## src/rtl/rr_grant_index_8.sv

```systemverilog
// Round-robin arbiter over 8 requesters with registered grant index, valid and new-grant pulse.
// Optional ARB_LOCK_EN adds a lock input; the holder's release pulse is named release_grant since release is a reserved word.
module rr_grant_index_8 #(
  parameter int MAX_HOLD = 15,
  parameter int CNT_W    = 4
) (
  input  logic       clk,
  input  logic       rst_n,
  input  logic [7:0] req,
`ifdef ARB_LOCK_EN
  input  logic       lock,
`endif
  input  logic       release_grant,
  output logic       grant_valid,
  output logic [2:0] grant_idx,
  output logic       grant_new
);

  typedef enum logic {IDLE, GRANT} state_t;

  state_t           state, next_state;
  logic [2:0]       ptr, next_ptr;
  logic [CNT_W-1:0] hold_cnt, next_cnt;
  logic [2:0]       next_idx;
  logic             next_valid, next_new;

  logic [2:0] base, scan, winner;
  logic       found;
  logic       holder_req, others_req, timeout, end_grant;

  // In GRANT the scan only matters on end-of-grant, where the old holder drops to lowest priority.
  always_comb begin
    base   = (state == GRANT) ? grant_idx + 3'd1 : ptr;
    winner = '0;
    found  = 1'b0;
    scan   = '0;
    for (int i = 0; i < 8; i++) begin
      scan = base + 3'(i);
      if (!found && req[scan]) begin
        winner = scan;
        found  = 1'b1;
      end
    end
  end

  always_comb begin
    holder_req = req[grant_idx];
    others_req = (req & ~(8'b1 << grant_idx)) != 8'b0;
    timeout    = (MAX_HOLD != 0) && (hold_cnt == CNT_W'(MAX_HOLD)) && others_req;
`ifdef ARB_LOCK_EN
    end_grant  = release_grant || (!lock && (!holder_req || timeout));
`else
    end_grant  = release_grant || !holder_req || timeout;
`endif
  end

  always_ff @(posedge clk or negedge rst_n) begin
    if (!rst_n) begin
      state       <= IDLE;
      ptr         <= '0;
      hold_cnt    <= '0;
      grant_idx   <= '0;
      grant_valid <= 1'b0;
      grant_new   <= 1'b0;
    end else begin
      state       <= next_state;
      ptr         <= next_ptr;
      hold_cnt    <= next_cnt;
      grant_idx   <= next_idx;
      grant_valid <= next_valid;
      grant_new   <= next_new;
    end
  end

  always_comb begin
    next_state = state;
    next_ptr   = ptr;
    next_cnt   = hold_cnt;
    unique case (state)
      IDLE: begin
        if (found) begin
          next_state = GRANT;
          next_cnt   = '0;
        end
      end
      GRANT: begin
        if (end_grant) begin
          next_ptr   = grant_idx + 3'd1;
          next_cnt   = '0;
          next_state = found ? GRANT : IDLE;
        end else if (hold_cnt != CNT_W'(MAX_HOLD)) begin
          next_cnt = hold_cnt + 1'b1;
        end
      end
      default: next_state = IDLE;
    endcase
  end

  // Output next-values; grant_idx keeps its last value when the arbiter goes idle.
  always_comb begin
    next_idx   = grant_idx;
    next_valid = grant_valid;
    next_new   = 1'b0;
    unique case (state)
      IDLE: begin
        next_valid = found;
        if (found) begin
          next_idx = winner;
          next_new = 1'b1;
        end
      end
      GRANT: begin
        if (end_grant) begin
          next_valid = found;
          if (found) begin
            next_idx = winner;
            next_new = 1'b1;
          end
        end
      end
      default: next_valid = 1'b0;
    endcase
  end

endmodule

```

## config.mk

```make
export PLATFORM = sky130hd
export DESIGN_NAME = rr_grant_index_8
export DESIGN_NICKNAME = d
export VERILOG_FILES = /design/src/rtl/rr_grant_index_8.sv
export SDC_FILE = /design/constraint.sdc
export NUM_CORES = 1
export LEC_CHECK = 0
export ABC_AREA = 1
export BUFFER_PORTS_ARGS = -buffer_cell sky130_fd_sc_hd__clkbuf_2
export CAP_MARGIN = 20
export CORE_AREA = 5 5 69 71
export CTS_CLUSTER_SIZE = 30
export DETAILED_ROUTE_END_ITERATION = 10
export DIE_AREA = 0 0 74 76
export GPL_TIMING_DRIVEN = 0
export PLACE_DENSITY = 0.72
export SYNTH_ARGS = -nofsm -noshare
export SYNTH_HDL_FRONTEND = slang
export SYNTH_SLANG_ARGS = --single-unit
```

## constraint.sdc

```tcl
create_clock -name clk -period 4.06 [get_ports clk]
set_clock_uncertainty 0.1 [all_clocks]
set_input_delay 0.609 -clock clk [delete_from_list [all_inputs] [get_ports clk]]
set_output_delay 0.609 -clock clk [all_outputs]
set_load 0.005 [all_outputs]
```

==> results by group <==
STA
  • Max Fclk: about 300 MHz
  • Setup TNS Final: 0 ns
  • Slew Limit Fails: 0
  • Rel. slew slack: 0.761
  • Fin. Hold Viols: 0
  • Period utilization: 0.840
  • Fin crit period: 3.41 ns
  • Setup violators final: 0
  • Worst setup margin: 0.649 ns
  • Least-Margin Pin Slew: 0.357 ns
  • RSZ-0062 raised after global routing: no

Floorplan
  • Row count: 24
  • DIE WIDTH: between 70 and 80 um
  • Die Y-Extent: 76 um
  • Die ar.: 5620 sq um
  • IO Pins: 16
  • Placeable Area: 4170 sq um
  • Starting Density: 0.411

Placed design
  • Hpwl dp: 3.63 mm
  • Placer Congestion: between 0.8 and 0.9
  • Pre-CTS setup slack: between 0.6 and 0.7 ns
  • PortBufs: 15

Finish
  • Antenna fix cells: 0
  • Nets: approximately 310
  • Share of layout cells above drive strength 1: 0.185
  • Most frequent cells in the layout: nand2_1 (97), nand3_1 (47), inv_1 (26), clkbuf_2 (15), dfrtp_1 (13)
  • Syn-to-layout area delta: 10.9%
  • Leading cell type in the layout, fill and taps excluded: nand2_1

Route
  • DR iter-0 viols: 170
  • Vias: 1833
  • Final Routed Wirelength: 4.54 mm
  • Drt drc: 0
  • DRT Pass-1 Iters: 4
  • Routed vias/inst: 5.33
  • DR WL/cell: 13.2 um
  • ANT nets after route: 0

Critical path
  • R2r setup slk: 0.65 ns
  • CP Max Fanout: 10
  • Largest stage delay, worst path: between 0.5 and 0.6 ns
  • CP Launch Type: register
  • Worst Path Arrival: 3.45 ns
  • Top delay family on crit path: simple AND/OR/NAND/NOR gates
  • Worst path cell trace: inv_1, ha_1, inv_1, nand2_1, o21ai_2, buf_4, ha_1, inv_1, nand3_1, nand3_2, nand2_4, nor2_8, nand4_4, nor2_4, nand3b_1, nand2_2, inv_2, nand3_1, nand2_1
  • R2R cell count: 19
  • Worst path buffer plus inverter count: 5
  • Critical path capture point type: register
  • Reg-to-Reg End: grant_idx[0]
  • Worst Path Required: ~4 ns
  • Crit path kind: register to register
  • Worst path most repeated cell: inv_1
  • Worst reg2reg startpoint: grant_idx[1]
  • Slowest-stage cell, CP: dfrtp_1

Yosys
  • Cell count after synthesis: ~270
  • Syn nets: 293
  • Top post-synthesis cells by area: nand2_1 (21%), dfrtp_1 (19%), nand3_1 (14%)
  • Synth Area per Inst: approximately 6.3 sq um
  • Yosys top cell area share: 0.212
  • Seq/Total Area, Yosys: 0.190
  • Netlist cell types: 31
  • Mapped Area: ~1700 sq um
  • Cell taking the most area after synthesis: nand2_1
  • FF+latch count, synth: 13
  • Ys Warns: 0

CTS
  • # Post-CTS Setup Buffers: 0
  • CTS buffer count: 3
  • CTS tree: built
  • Clock Path Buffers: 2
  • Clock Sinks: 13
  • Hold_buf cts: 0
  • Worst-skew pair later-pin latency: 0.25 ns
  • Post-CTS resize count: 0
  • CTS root buf: clkbuf_8
  • H-tree depth: 1
  • Clock Pin Slew Worst Setup and Hold Paths: 0.06 ns

Min path
  • HP Class: primary input to async pin

Global routing
  • Largest net degree at the start of global routing: 14
  • First-pass GRT wire length: 7.56 mm
  • Total grt overflow: 0
  • Initial antenna violation count: 0
  • Tot GR Track Use: 0.166
  • Vias in the first global route: 1657

Outcome
  • Status: finished clean

Flow run
  • MaxCap Viol Count: 0
registers in the layout, indices dropped and copies added (netlist names):
register     cells
state            1
ptr              3
grant_valid      1
grant_new        1
hold_cnt         4
grant_idx        3
layout make-up:
type	count	area [sq um]
clock inverter	1	5.00
sequential	13	325
tap	52	65.1
inverter	30	118
clock buffer	3	41.3
buffer	5	48.8
multi-input combinational	225	1220
fill	440	2270
timing repair buffer	15	75.1
kinds of logic (layout without fill, tap and decap cells):
logic type / Yosys count / after routing / share of synthesized area
and+or+nand+nor: 188 / 188 / 0.538
buffers and inverters: 35 / 54 / 0.0970
adders and majority gates: 9 / 9 / 0.0656
AOI/OAI and AO/OA: 26 / 26 / 0.0992
DFF: 13 / 13 / 0.190
xor gates and xnor gates: 2 / 2 / 0.0102
Yosys cell counts, drive strengths merged:
cell	count
nand2	110
nand3	51
inv	30
dfrtp	13
o21ai	12
nor2	10
a21oi	9
ha	9
nand4	8
buf	5
nor3	4
a221oi	2
nand3b	2
o22ai	2
or2	2
xor2	2
and2	1
o41ai	1
how the worst max path moves through the flow:
| stage | from | to | slack, ns | cells after the start |
|---|---|---|---|---|
| floorplan | grant_idx[0] | grant_idx[0] | 1.15 | 20 |
| global placement | grant_idx[0] | grant_idx[0] | 0.69 | 20 |
| detailed placement | grant_idx[1] | grant_idx[0] | 0.66 | 19 |
| CTS | grant_idx[1] | grant_idx[0] | 0.64 | 19 |
| global route | grant_idx[1] | grant_idx[0] | 0.42 | 19 |
| finish | grant_idx[1] | grant_idx[0] | 0.65 | 19 |
stage by stage:
stage                     area (sq um)  cells  hold WS [ns]  utilization
final                             1900    344         0.142        0.456
after global routing              1900    344         0.160        0.456
after CTS                         1900    344         0.152        0.456
after detailed placement          1860    340         0.374        0.445
after global placement            1860    340         0.374        0.445
after floorplan                   1720    273         0.213            -
worst register-to-register path, delay by kind of cell (launching register included):
family | cells | cell delay [ns]
buffers and inverters | 5 | 0.74
adders and majority gates | 2 | 0.60
and+or+nand+nor | 11 | 1.25
DFF | 1 | 0.53
AOI/OAI and AO/OA | 1 | 0.12
routing by layer:
metal / share of wire / global-route usage / vias to the layer above
met5: 0 / 0 / -
met4: 0.0084 / 0.0435 / 0
met3: 0.058 / 0.0172 / 5
met2: 0.46 / 0.273 / 52
met1: 0.47 / 0.228 / 835
li1: - / - / 941
Power is not shown: default switching activity piles up to over one toggle a cycle in this logic, so the estimate is an artifact.
